**src/rtl/gray_stream_decoder_pkg.sv**
```systemverilog
// gray_stream_decoder_pkg: shared parameter defaults and the gray-to-binary helper
package gray_stream_decoder_pkg;
  localparam int DW_DEF = 8;
  localparam int FIFO_DEPTH_DEF = 4;
  localparam int CNT_W_DEF = 16;
  localparam int GW_MAX = 32;
  // Operates on a zero-extended word so any DW up to GW_MAX decodes identically
  function automatic logic [GW_MAX-1:0] gray2bin(input logic [GW_MAX-1:0] g);
    logic [GW_MAX-1:0] b;
    b = '0;
    for (int i = 0; i < GW_MAX; i++) b[i] = ^(g >> i);
    return b;
  endfunction
endpackage

```
**src/rtl/gray_stream_decoder_if.sv**
```systemverilog
// gray_stream_decoder_if: valid/ready word stream shared by the decoder input and output
interface gray_stream_decoder_if #(parameter int DW = 8) ();
  logic vld;
  logic [DW-1:0] data;
  logic rdy;
  modport master (output vld, data, input rdy);
  modport slave (input vld, data, output rdy);
endinterface

```
**src/rtl/gray_stream_decoder_fifo.sv**
```systemverilog
// gray_stream_decoder_fifo: first-word-fall-through FIFO with push-when-full-if-popping
module gray_stream_decoder_fifo #(
  parameter int DW = 8,
  parameter int DEPTH = 4
) (
  input  logic          i_clk,
  input  logic          i_rst_n,
  input  logic          push,
  input  logic [DW-1:0] din,
  output logic          full,
  input  logic          pop,
  output logic [DW-1:0] dout,
  output logic          empty
);
  localparam int AW = $clog2(DEPTH);
  logic [AW:0] wr_q, wr_d, rd_q, rd_d;
  logic [DW-1:0] mem_q [DEPTH];
  logic [DW-1:0] mem_d [DEPTH];
  logic wr_en, rd_en;
  assign empty = wr_q == rd_q;
  assign full = (wr_q[AW] != rd_q[AW]) && (wr_q[AW-1:0] == rd_q[AW-1:0]);
  assign rd_en = pop & !empty;
  assign wr_en = push & (!full | rd_en);
  assign dout = empty ? '0 : mem_q[rd_q[AW-1:0]];
  // Next pointers and storage contents
  always_comb begin
    wr_d = wr_q + (AW+1)'(wr_en);
    rd_d = rd_q + (AW+1)'(rd_en);
    mem_d = mem_q;
    if (wr_en) mem_d[wr_q[AW-1:0]] = din;
  end
  // Pointer registers
  always_ff @(posedge i_clk) begin
    if (!i_rst_n) begin
      wr_q <= '0;
      rd_q <= '0;
    end else begin
      wr_q <= wr_d;
      rd_q <= rd_d;
    end
  end
  // Storage needs no reset; the empty gate hides stale words
  always_ff @(posedge i_clk) mem_q <= mem_d;
endmodule

```
**src/rtl/gray_stream_decoder.sv**
```systemverilog
// gray_stream_decoder: decodes a gray ramp, checks its continuity and buffers results
module gray_stream_decoder
  import gray_stream_decoder_pkg::*;
#(
  parameter int DW = DW_DEF,
  parameter int FIFO_DEPTH = FIFO_DEPTH_DEF,
  parameter int CNT_W = CNT_W_DEF
) (
  input  logic                 i_clk,
  input  logic                 i_rst_n,
  input  logic                 i_clr,
  gray_stream_decoder_if.slave  s_in,
  gray_stream_decoder_if.master m_out,
  output logic                 o_seq_err,
  output logic [CNT_W-1:0]     o_err_cnt,
  output logic [CNT_W-1:0]     o_drop_cnt,
  output logic                 o_ovf
);
  logic s1_vld_q, s1_vld_d, ref_valid_q, ref_valid_d, seq_err_q, seq_err_d, ovf_q, ovf_d;
  logic [DW-1:0] s1_gray_q, s1_gray_d, prev_gray_q, prev_gray_d, prev_bin_q, prev_bin_d, bin;
  logic [CNT_W-1:0] err_cnt_q, err_cnt_d, drop_cnt_q, drop_cnt_d;
  logic full, empty, pop, drop, err;
  assign s_in.rdy = 1'b1;
  assign bin = DW'(gray2bin(GW_MAX'(s1_gray_q)));
  assign pop = m_out.vld & m_out.rdy;
  assign drop = s1_vld_q & full & !pop;
  assign err = s1_vld_q & ref_valid_q & !i_clr &
               ((bin != prev_bin_q + DW'(1)) | ($countones(s1_gray_q ^ prev_gray_q) != 1));
  assign m_out.vld = !empty;
  assign o_seq_err = seq_err_q;
  assign o_err_cnt = err_cnt_q;
  assign o_drop_cnt = drop_cnt_q;
  assign o_ovf = ovf_q;
  gray_stream_decoder_fifo #(.DW(DW), .DEPTH(FIFO_DEPTH)) u_fifo (
    .i_clk(i_clk), .i_rst_n(i_rst_n), .push(s1_vld_q), .din(bin), .full(full),
    .pop(pop), .dout(m_out.data), .empty(empty)
  );
  // Input capture, reference tracking, error pulse and saturating counters
  always_comb begin
    s1_vld_d = s_in.vld;
    s1_gray_d = s_in.data;
    prev_gray_d = s1_vld_q ? s1_gray_q : prev_gray_q;
    prev_bin_d = s1_vld_q ? bin : prev_bin_q;
    ref_valid_d = !i_clr & (s1_vld_q | ref_valid_q);
    seq_err_d = err;
    err_cnt_d = i_clr ? '0 : (err && err_cnt_q != '1) ? err_cnt_q + CNT_W'(1) : err_cnt_q;
    drop_cnt_d = i_clr ? '0 : (drop && drop_cnt_q != '1) ? drop_cnt_q + CNT_W'(1) : drop_cnt_q;
    ovf_d = !i_clr & (ovf_q | drop);
  end
  // State registers
  always_ff @(posedge i_clk) begin
    if (!i_rst_n) begin
      s1_vld_q <= 1'b0;
      s1_gray_q <= '0;
      prev_gray_q <= '0;
      prev_bin_q <= '0;
      ref_valid_q <= 1'b0;
      seq_err_q <= 1'b0;
      err_cnt_q <= '0;
      drop_cnt_q <= '0;
      ovf_q <= 1'b0;
    end else begin
      s1_vld_q <= s1_vld_d;
      s1_gray_q <= s1_gray_d;
      prev_gray_q <= prev_gray_d;
      prev_bin_q <= prev_bin_d;
      ref_valid_q <= ref_valid_d;
      seq_err_q <= seq_err_d;
      err_cnt_q <= err_cnt_d;
      drop_cnt_q <= drop_cnt_d;
      ovf_q <= ovf_d;
    end
  end
endmodule
```
**src/flat_wrapper.sv**
```systemverilog
// flat-port wrapper written by rule: the top's interface ports become plain ports
module gray_stream_decoder_flat import gray_stream_decoder_pkg::*;
#(
  parameter int DW = DW_DEF,
  parameter int FIFO_DEPTH = FIFO_DEPTH_DEF,
  parameter int CNT_W = CNT_W_DEF
)
  (i_clk, i_rst_n, i_clr, o_seq_err, o_err_cnt, o_drop_cnt, o_ovf, s_in_vld, s_in_data, s_in_rdy, m_out_vld, m_out_data, m_out_rdy);
  gray_stream_decoder_if #(.DW(DW)) s_in_i ();
  gray_stream_decoder_if #(.DW(DW)) m_out_i ();
  input  logic i_clk;
  input  logic i_rst_n;
  input  logic i_clr;
  output logic o_seq_err;
  output logic [CNT_W-1:0] o_err_cnt;
  output logic [CNT_W-1:0] o_drop_cnt;
  output logic o_ovf;
  input wire logic [$bits(s_in_i.vld)-1:0] s_in_vld;
  input wire logic [$bits(s_in_i.data)-1:0] s_in_data;
  output wire logic [$bits(s_in_i.rdy)-1:0] s_in_rdy;
  output wire logic [$bits(m_out_i.vld)-1:0] m_out_vld;
  output wire logic [$bits(m_out_i.data)-1:0] m_out_data;
  input wire logic [$bits(m_out_i.rdy)-1:0] m_out_rdy;
  assign s_in_i.vld = s_in_vld;
  assign s_in_i.data = s_in_data;
  assign s_in_rdy = s_in_i.rdy;
  assign m_out_vld = m_out_i.vld;
  assign m_out_data = m_out_i.data;
  assign m_out_i.rdy = m_out_rdy;
  gray_stream_decoder #(.DW(DW), .FIFO_DEPTH(FIFO_DEPTH), .CNT_W(CNT_W)) u_core (.i_clk(i_clk), .i_rst_n(i_rst_n), .i_clr(i_clr), .s_in(s_in_i), .m_out(m_out_i), .o_seq_err(o_seq_err), .o_err_cnt(o_err_cnt), .o_drop_cnt(o_drop_cnt), .o_ovf(o_ovf));
endmodule
```
**config.mk**
```make
export PLATFORM = sky130hd
export DESIGN_NAME = gray_stream_decoder_flat
export DESIGN_NICKNAME = d
export VERILOG_FILES = /design/src/rtl/gray_stream_decoder_pkg.sv /design/src/rtl/gray_stream_decoder_if.sv /design/src/rtl/gray_stream_decoder_fifo.sv /design/src/rtl/gray_stream_decoder.sv /design/src/flat_wrapper.sv
export SDC_FILE = /design/constraint.sdc
export NUM_CORES = 1
export LEC_CHECK = 0
export CORE_UTILIZATION = 50
export CTS_BUF_LIST = sky130_fd_sc_hd__clkbuf_4 sky130_fd_sc_hd__clkbuf_8
export CTS_CLUSTER_SIZE = 40
export DETAILED_ROUTE_END_ITERATION = 7
export PLACE_DENSITY = 0.76
export SYNTH_ARGS = -nofsm -noshare
export SYNTH_HDL_FRONTEND = slang
export SYNTH_SLANG_ARGS = --single-unit
```
**constraint.sdc**
```tcl
create_clock -name i_clk -period 4.55 [get_ports i_clk]
set_clock_uncertainty 0.15 [all_clocks]
set_input_delay 0.6825 -clock i_clk [delete_from_list [all_inputs] [get_ports i_clk]]
set_output_delay 0.6825 -clock i_clk [all_outputs]
set_load 0.005 [all_outputs]
```
==> results of run 1 <==
-- power by group through the flow --
| stage | combinational (W) | clock [W] | sequential (W) |
|---|---|---|---|
| floorplan | 0.000233 | 0 | 0.000970 |
| global placement | 0.000305 | 0 | 0.000992 |
| detailed placement | 0.000318 | 0 | 0.000994 |
| CTS | 0.000320 | 0.000534 | 0.000974 |
| global route | 0.000357 | 0.000571 | 0.000979 |
| finish | 0.000320 | 0.000522 | 0.000973 |
-- through the flow --
step	total power, W	setup slack (ns)	cells	utilization [%]
after floorplan	0.00120	0.154	442	-
after global placement	0.00130	0.304	597	58.6
after detailed placement	0.00131	0.177	597	58.6
after CTS	0.00183	0.143	613	60.5
after global routing	0.00191	0.00730	616	61.2
final	0.00181	0.193	616	61.2
-- what timing repair did --
action / 4_1_cts / 5_1_grt
endpoints found under the setup margin: 0 / 16
hold buffers: 0 / 0
buffers inserted: 0 / 2
gates resized for setup: 0 / 6
-- layout make-up --
type	count	area [sq um]	share of cell area, %
clock inverters	5	40.0	0.712
repair buffers	65	656	11.7
well taps	111	139	2.47
clock buffers	11	139	2.47
multi-input cells	310	2320	41.3
inverters	17	65.1	1.16
flip-flops and latches	97	2270	40.3
-- worst max-delay path: stages, from the launching register on --
cell and delay (ns):
sky130_fd_sc_hd__dfxtp_4 0.37, sky130_fd_sc_hd__xor2_1 0.16, sky130_fd_sc_hd__fa_1 0.53, sky130_fd_sc_hd__inv_1 0.05, sky130_fd_sc_hd__fa_1 0.53, sky130_fd_sc_hd__inv_1 0.06, sky130_fd_sc_hd__fa_1 0.54, sky130_fd_sc_hd__ha_2 0.18
sky130_fd_sc_hd__inv_1 0.05, sky130_fd_sc_hd__fa_1 0.43, sky130_fd_sc_hd__nand2_1 0.09, sky130_fd_sc_hd__a21oi_2 0.03, sky130_fd_sc_hd__nand4_1 0.11, sky130_fd_sc_hd__nor4_4 0.06, sky130_fd_sc_hd__buf_4 0.17, sky130_fd_sc_hd__buf_12 0.14
sky130_fd_sc_hd__or4_1 0.52, sky130_fd_sc_hd__a21oi_2 0.14
-- metal layers --
| layer | part of all wire [%] | routed length [um] | vias up |
|---|---|---|---|
| li1 | - | - | 1689 |
| met1 | 47 | 4170 | 1612 |
| met2 | 48 | 4310 | 59 |
| met3 | 3.2 | 286 | 11 |
| met4 | 1.6 | 140 | 0 |
| met5 | 0 | 0 | - |
-- cell usage in the layout (no fill, tap or decap), types with 9 or more instances in the layout --
| cell type | instances |
|---|---|
| sky130_fd_sc_hd__a21oi_1 | 19 |
| sky130_fd_sc_hd__and2_1 | 18 |
| sky130_fd_sc_hd__clkbuf_8 | 9 |
| sky130_fd_sc_hd__clkdlybuf4s50_1 | 55 |
| sky130_fd_sc_hd__dfxtp_1 | 64 |
| sky130_fd_sc_hd__edfxtp_1 | 32 |
| sky130_fd_sc_hd__ha_1 | 9 |
| sky130_fd_sc_hd__inv_1 | 16 |
| sky130_fd_sc_hd__mux2i_1 | 16 |
| sky130_fd_sc_hd__nand2_1 | 25 |
| sky130_fd_sc_hd__nand3_1 | 16 |
| sky130_fd_sc_hd__nand4_1 | 9 |
| sky130_fd_sc_hd__nor2_1 | 27 |
| sky130_fd_sc_hd__nor2b_1 | 24 |
| sky130_fd_sc_hd__o21ai_1 | 11 |
| sky130_fd_sc_hd__or3_1 | 22 |
| sky130_fd_sc_hd__xnor2_1 | 16 |
| sky130_fd_sc_hd__xor2_1 | 19 |
-- logic make-up (layout without fill, tap and decap cells) --
family | Yosys count | in the layout | synth area share, %
fa+ha+maj | 14 | 14 | 4.35
compound gates | 59 | 59 | 8.09
mux | 25 | 25 | 7.45
flops | 97 | 97 | 48.0
buf+inv | 35 | 98 | 3.13
other cells | 1 | 1 | 0.0795
simple gates | 171 | 171 | 20.4
xor+xnor | 40 | 40 | 8.51
-- cells in the mapped netlist, drive strengths merged, types with 10 or more instances --
cell / instances / area, sq um
ha: 10 / 125
mux2i: 16 / 160
xor2: 20 / 183
nand2: 25 / 93.8
edfxtp: 32 / 961
and2: 18 / 113
a21oi: 22 / 110
nand3: 16 / 80.1
nor2b: 24 / 150
nor2: 27 / 101
dfxtp: 65 / 1300
xnor2: 18 / 173
o21ai: 18 / 90.1
inv: 16 / 60.1
or3: 22 / 138
-- flip-flops by register name, indices dropped and copies added, names as in the netlist --
signal	flops
u_core.u_fifo.wr_q	3
u_core.prev_bin_q	7
u_core.o_err_cnt	16
u_core.u_fifo.mem_q	32
u_core.s1_gray_q	8
u_core.ref_valid_q	1
u_core.o_drop_cnt	16
u_core.prev_gray_q	8
u_core.s1_vld_q	1
u_core.o_ovf	1
u_core.o_seq_err	1
u_core.u_fifo.rd_q	3
-- how the worst min path moves through the flow --
stage                            start                 end  slack (ns)  cells past startpoint
floorplan           u_core.ref_valid_q  u_core.ref_valid_q        0.30                      2
finish              u_core.ref_valid_q  u_core.ref_valid_q        0.35                      2
global route        u_core.ref_valid_q  u_core.ref_valid_q        0.37                      2
detailed placement  u_core.ref_valid_q  u_core.ref_valid_q        0.34                      2
global placement    u_core.ref_valid_q  u_core.ref_valid_q        0.32                      2
CTS                 u_core.ref_valid_q  u_core.ref_valid_q        0.35                      2
==> run summary, run 1 <==
* complete, no violations — status
* 8.90 mm — Total Wirelength
* u_core.o_err_cnt[3] — RR Endpoint
* 0 — n_diodes
* 19.3% — area grow syn2layout
* 0.19 ns — flop2flop setup slack
* 99.1 um — Horiz. Die Dim
* 5390 sq um — area of placed instances
* no — setup repair after global routing missed its margin
* 17 — depth of the most critical reg-to-reg path
* 0.000497 W — net switching component of the power
* u_core.o_err_cnt[3] — timing endpoint of the critical path
* 323 nW/um^2 — Pwr per Cell Area
* 3,371 — overall via count from detail_route
* 57 — IO Pins
* 3 — H-tree level count
* 19.0% — overall routing resource usage
* 5.47 — average via count per standard cell
* 3.16% — global-route track usage on met3
* 0 ns — aggregate negative setup slack
* 230 MHz — highest achievable clock rate
* 0.00132 W — internal power
* 0 — setup violators final
* 9830 sq um — die outline area
* 28.7% — part of the total power dissipated in the clock network
* 0% — Async SR Flop Fraction
* 1.11 ns — worst slew pin tran
* 14.7 mm — global-route wire length before repair
* 55 — total of buffers placed on input and output ports
* 0 — post-route antenna net violation count
* met2 — busiest metal layer after global routing
* 35 — number of placement rows
* 0.136 mV — worst vdd rail ir drop
* flip-flop to flip-flop — class of the most critical hold timing path
* 32.0% — M2 GR Usage
* 4.70 ns — data required time at the worst endpoint
* 442 — Gate Count Post-Synth
* 10.7 sq um — mean post-synth cell area
* 0.10 ns — clock-pin slew on the worst setup and hold paths
* 4720 sq um — synthesized cell area
* 94 — 1st-iter DRT viols
* 97 — clock net sink count
* 9200 sq um — core region area
* 53.6% — Sequential Power Share
* 0 — number of endpoints with negative hold slack in the final report
* 97 — count of state elements after synthesis
* 0 — antenna violations before repair
* flip-flop — critical path launch point type
* u_core.s1_gray_q[0] — Critical Path Start
* 9.90% — fraction of layout instances using a drive strength above 1
* flip-flop — critical path capture point type
* flip-flop to flip-flop — Setup Crit Path Kind
* 26.2% — Max-Slew Margin vs Limit
* 0.37 ns — Clock Latency Late Sink
* yes — CTS tree
* 3,205 — vias in the first global route
* 9 — number of clock buffers inserted by TritonCTS
* 99.1 um — height of the die
* 469 — Post-Synthesis Net Count
* 0 — remaining global-route overflow
* 54 — distinct cell type count of the synthesized netlist
* 4 — first drt pass iteration count
* 0 — max cap viols
* 0 — Yosys warning total
* u_core.s1_gray_q[0] — Worst R2R Start
* 95.8% — final worst-path cycle share
* 14.5 um — Routed WL per cell
* 32 — number of flops mapped to enable cells by yosys
* 17.6% — portion of total power attributed to combinational logic
* sky130_fd_sc_hd__dfxtp_1 — ys flop type
* 34 — pin count of the biggest net entering global routing
* 4.36 ns — final critical path time including I/O delays and setup
* 51.3% — Initial Util
* 5630 sq um — Finished Cell Area
* 17 — crit path max fanout
* 2 — maximum number of buffers from clock root to sink
* 24.8% — met1 usage in global routing
* 6.19 mm — post-detail-place hpwl
* 0 — max-slew violation total from the final report
* 1.97 nW — LEAKAGE
* 48.0% — register area share after synthesis
* 0.348 ns — smallest hold slack
* 759 — Filler cells
* 4.51 ns — data arrival time of the worst path
* 0 — number of remaining DRC errors
* sky130_fd_sc_hd__clkbuf_8 — root buffer cell
* 27.4% — switching fraction of total power
* 527 — number of nets in the layout
* 0.829 — gpl congestion
(Power assumes the default switching activity.)
==> inputs of run 2 (changes only) <==
--- a/config.mk
+++ b/config.mk
@@ -9,7 +9,8 @@
 export CTS_BUF_LIST = sky130_fd_sc_hd__clkbuf_4 sky130_fd_sc_hd__clkbuf_8
 export CTS_CLUSTER_SIZE = 40
 export DETAILED_ROUTE_END_ITERATION = 7
-export PLACE_DENSITY = 0.76
+export DONT_BUFFER_PORTS = 1
+export PLACE_DENSITY = 0.68
 export SYNTH_ARGS = -nofsm -noshare
 export SYNTH_HDL_FRONTEND = slang
 export SYNTH_SLANG_ARGS = --single-unit
==> run 2 against run 1 <==
Against the previous run:
- core utilization fell by 6.0 points
- hold slack got worse by 0.065 ns
- design area fell by 9.8%
- non-clock buffer count shrank 57
- sequential power about the same
- final cell count fell by 9.3%
- count of clock-buffer cells in the layout down 2
- combinational power decreased by 12%
- fmax down 0.75%
- first-iteration DRC count is 29% higher
- global-route usage up 0.81 points
- die area unchanged
- largest power group unchanged
==> run summary, run 2 (synthesis gave the netlist of run 1 again) <==
* 0 — max cap viols, unchanged
* 121 — 1st-iter DRT viols, +29%
* 5070 sq um — Finished Cell Area, -9.8%
* 9.27 mm — Total Wirelength, +4.1%
* 0 — total of buffers placed on input and output ports, -100%
* 17 — crit path max fanout, unchanged
* 0 ns — aggregate negative setup slack, unchanged
* 16.6 um — Routed WL per cell, +15%
* sky130_fd_sc_hd__clkbuf_8 — root buffer cell
* 5.74 — average via count per standard cell, +4.9%
* 2270 sq um — sequential standard cell area, unchanged
* 99.1 um — height of the die, unchanged
* 228 MHz — highest achievable clock rate, -0.75%
* 0 — hold-fix buffer count after cts, unchanged
* 2 — maximum number of buffers from clock root to sink, unchanged
* 823 — Filler cells, +8.4%
* 15.3 mm — global-route wire length before repair, +3.8%
* 0 — n_diodes, unchanged
* 0 — remaining global-route overflow, unchanged
* 541 — post-placement cell count, -9.4%
* 6.28 mm — post-detail-place hpwl, +1.4%
* 35 — number of placement rows, unchanged
* 4.53 ns — data arrival time of the worst path, +0.02 ns
* 57 — IO Pins, unchanged
* 99.1 um — Horiz. Die Dim, unchanged
* 0.820 — gpl congestion, -1.0%
* u_core.u_fifo.mem_q — largest register by flop count
* input pin to flip-flop — class of the most critical hold timing path
* 0.00179 W — total power draw, -1.6%
* 4.39 ns — final critical path time including I/O delays and setup, +0.0328 ns
* 64 x sky130_fd_sc_hd__dfxtp_1, 32 x sky130_fd_sc_hd__edfxtp_1, 27 x sky130_fd_sc_hd__nor2_1 — commonest cells after routing, fill and taps aside
* flip-flop — critical path launch point type
* 0.37 ns — Clock Latency Late Sink, about the same
* 4.69 ns — data required time at the worst endpoint, about the same
* sky130_fd_sc_hd__fa_1 — crit path max-delay cell type
* 0.55 ns — crit-path max cell delay, about the same
* 51.3% — Initial Util, unchanged
* 2320 sq um — area used by multi-input combinational logic, +0.11%
* 9200 sq um — core region area, unchanged
* 0 — post-route antenna net violation count, unchanged
* 1.78 nW — LEAKAGE, -9.8%
* 0.11 ns — clock-pin slew on the worst setup and hold paths, about the same
* complete, no violations — status
* 10.7% — fraction of layout instances using a drive strength above 1, +0.81 points
* flip-flop — critical path capture point type
* 559 — post-layout instance count excluding filler cells, -9.3%
* xor2_1 > fa_1 > inv_1 > fa_1 > inv_1 > fa_1 > ha_2 > inv_1 > fa_2 > nand2_1 > a21oi_1 > nand4_1 > nor4_4 > buf_4 > buf_12 > or4_1 > a21oi_2 — chain of cells forming the critical path
* 9830 sq um — die outline area, unchanged
* 0 — number of endpoints with negative hold slack in the final report, unchanged
* 96.5% — final worst-path cycle share, +0.72 points
* 34 — pin count of the biggest net entering global routing, unchanged
* 32 — flip-flop count of the largest register, all copies and words added, unchanged
* 7.53% — area grow syn2layout
* 3,209 — overall via count from detail_route, -4.8%
* 19.8% — overall routing resource usage, +0.81 points
* yes — CTS tree
* 97 — clock net sink count, unchanged
* 16.8% — Max-Slew Margin vs Limit, -9.4 points
* 0.156 mV — worst vdd rail ir drop, +15%
* sky130_fd_sc_hd__dfxtp_1 — commonest non-fill, non-tap cell in the layout
* 0 — antenna violations before repair, unchanged
* 9 — number of clock buffers inserted by TritonCTS, unchanged
* 0 — max-slew violation total from the final report, unchanged
* flip-flop to flip-flop — Setup Crit Path Kind
* 4 — first drt pass iteration count, unchanged
* 1.25 ns — worst slew pin tran, +0.142 ns
* 4830 sq um — area of placed instances, -10%
* 352 nW/um^2 — Pwr per Cell Area, +9.2%
* 3 — H-tree level count, unchanged
* 3,111 — vias in the first global route, -2.9%
* 470 — number of nets in the layout, -11%
* 0 — number of remaining DRC errors, unchanged
* 0 — setup violators final, unchanged
run 2: cell types whose count changed in the layout (fill, tap and decap cells not counted), sizes merged:
| cell | delta |
|---|---|
| clkinvlp | -2 |
| buf | -2 |
| clkbuf | -2 |
| clkinv | +3 |
| inv | +1 |
| clkdlybuf4s50 | -55 |
run 2: worst paths after layout:
kind | startpoint | end | slack [ns] | cells past startpoint
max | u_core.s1_gray_q[0] | u_core.o_err_cnt[3] | 0.16 | 17
max reg2reg | u_core.s1_gray_q[0] | u_core.o_err_cnt[3] | 0.16 | 17
min | i_rst_n | u_core.u_fifo.rd_q[0] | 0.28 | 1
min reg2reg | u_core.ref_valid_q | u_core.ref_valid_q | 0.35 | 2
run 2: metal layers:
metal | vias to the layer above | track usage (%) | routed length [um]
li1 | 1572 | - | -
met1 | 1548 | 25.0 | 4200
met2 | 74 | 33.2 | 4480
met3 | 15 | 4.92 | 445
met4 | 0 | 7.24 | 142
met5 | - | 0 | 0
run 2: repair_timing:
item | CTS | global route
endpoints found under the setup margin | 0 | 16
resized for setup | 0 | 7
setup buffers | 0 | 1
run 2: per-stage QoR:
stage | setup slack [ns] | hold WS (ns) | utilization, %
floorplan | 0.154 | 0.298 | -
global placement | 0.236 | 0.318 | 52.5
detailed placement | 0.0714 | 0.330 | 52.5
CTS | 0.0579 | 0.267 | 54.6
global route | -0.0184 | 0.257 | 55.2
finish | 0.160 | 0.283 | 55.2
run 2: cell type report:
type	instances	share of cell area (%)
clock inverters	7	1.28
flip-flops and latches	97	44.7
inverters	17	1.28
repair buffers	8	1.78
clock buffers	9	2.44
multi-input cells	310	45.8
well taps	111	2.74
run 2: power by group:
| part | total [W] | switching, W | leakage [nW] | internal (W) |
|---|---|---|---|---|
| logic | 0.000283 | 0.000154 | 0.864 | 0.000129 |
| registers | 0.000970 | 0.0000339 | 0.821 | 0.000936 |
| clock network | 0.000534 | 0.000324 | 0.0921 | 0.000209 |
| total | 0.00179 | 0.000513 | 1.78 | 0.00127 |
run 2: critical path, delay by kind of cell (launching register included):
kind                     cells  cell delay, ns
AO/OA/AOI/OAI                2            0.18
XOR/XNOR                     1            0.16
adder cells (fa/ha/maj)      5            2.22
flip-flops                   1            0.38
AND/OR/NAND/NOR              4            0.76
buffers and inverters        5            0.48
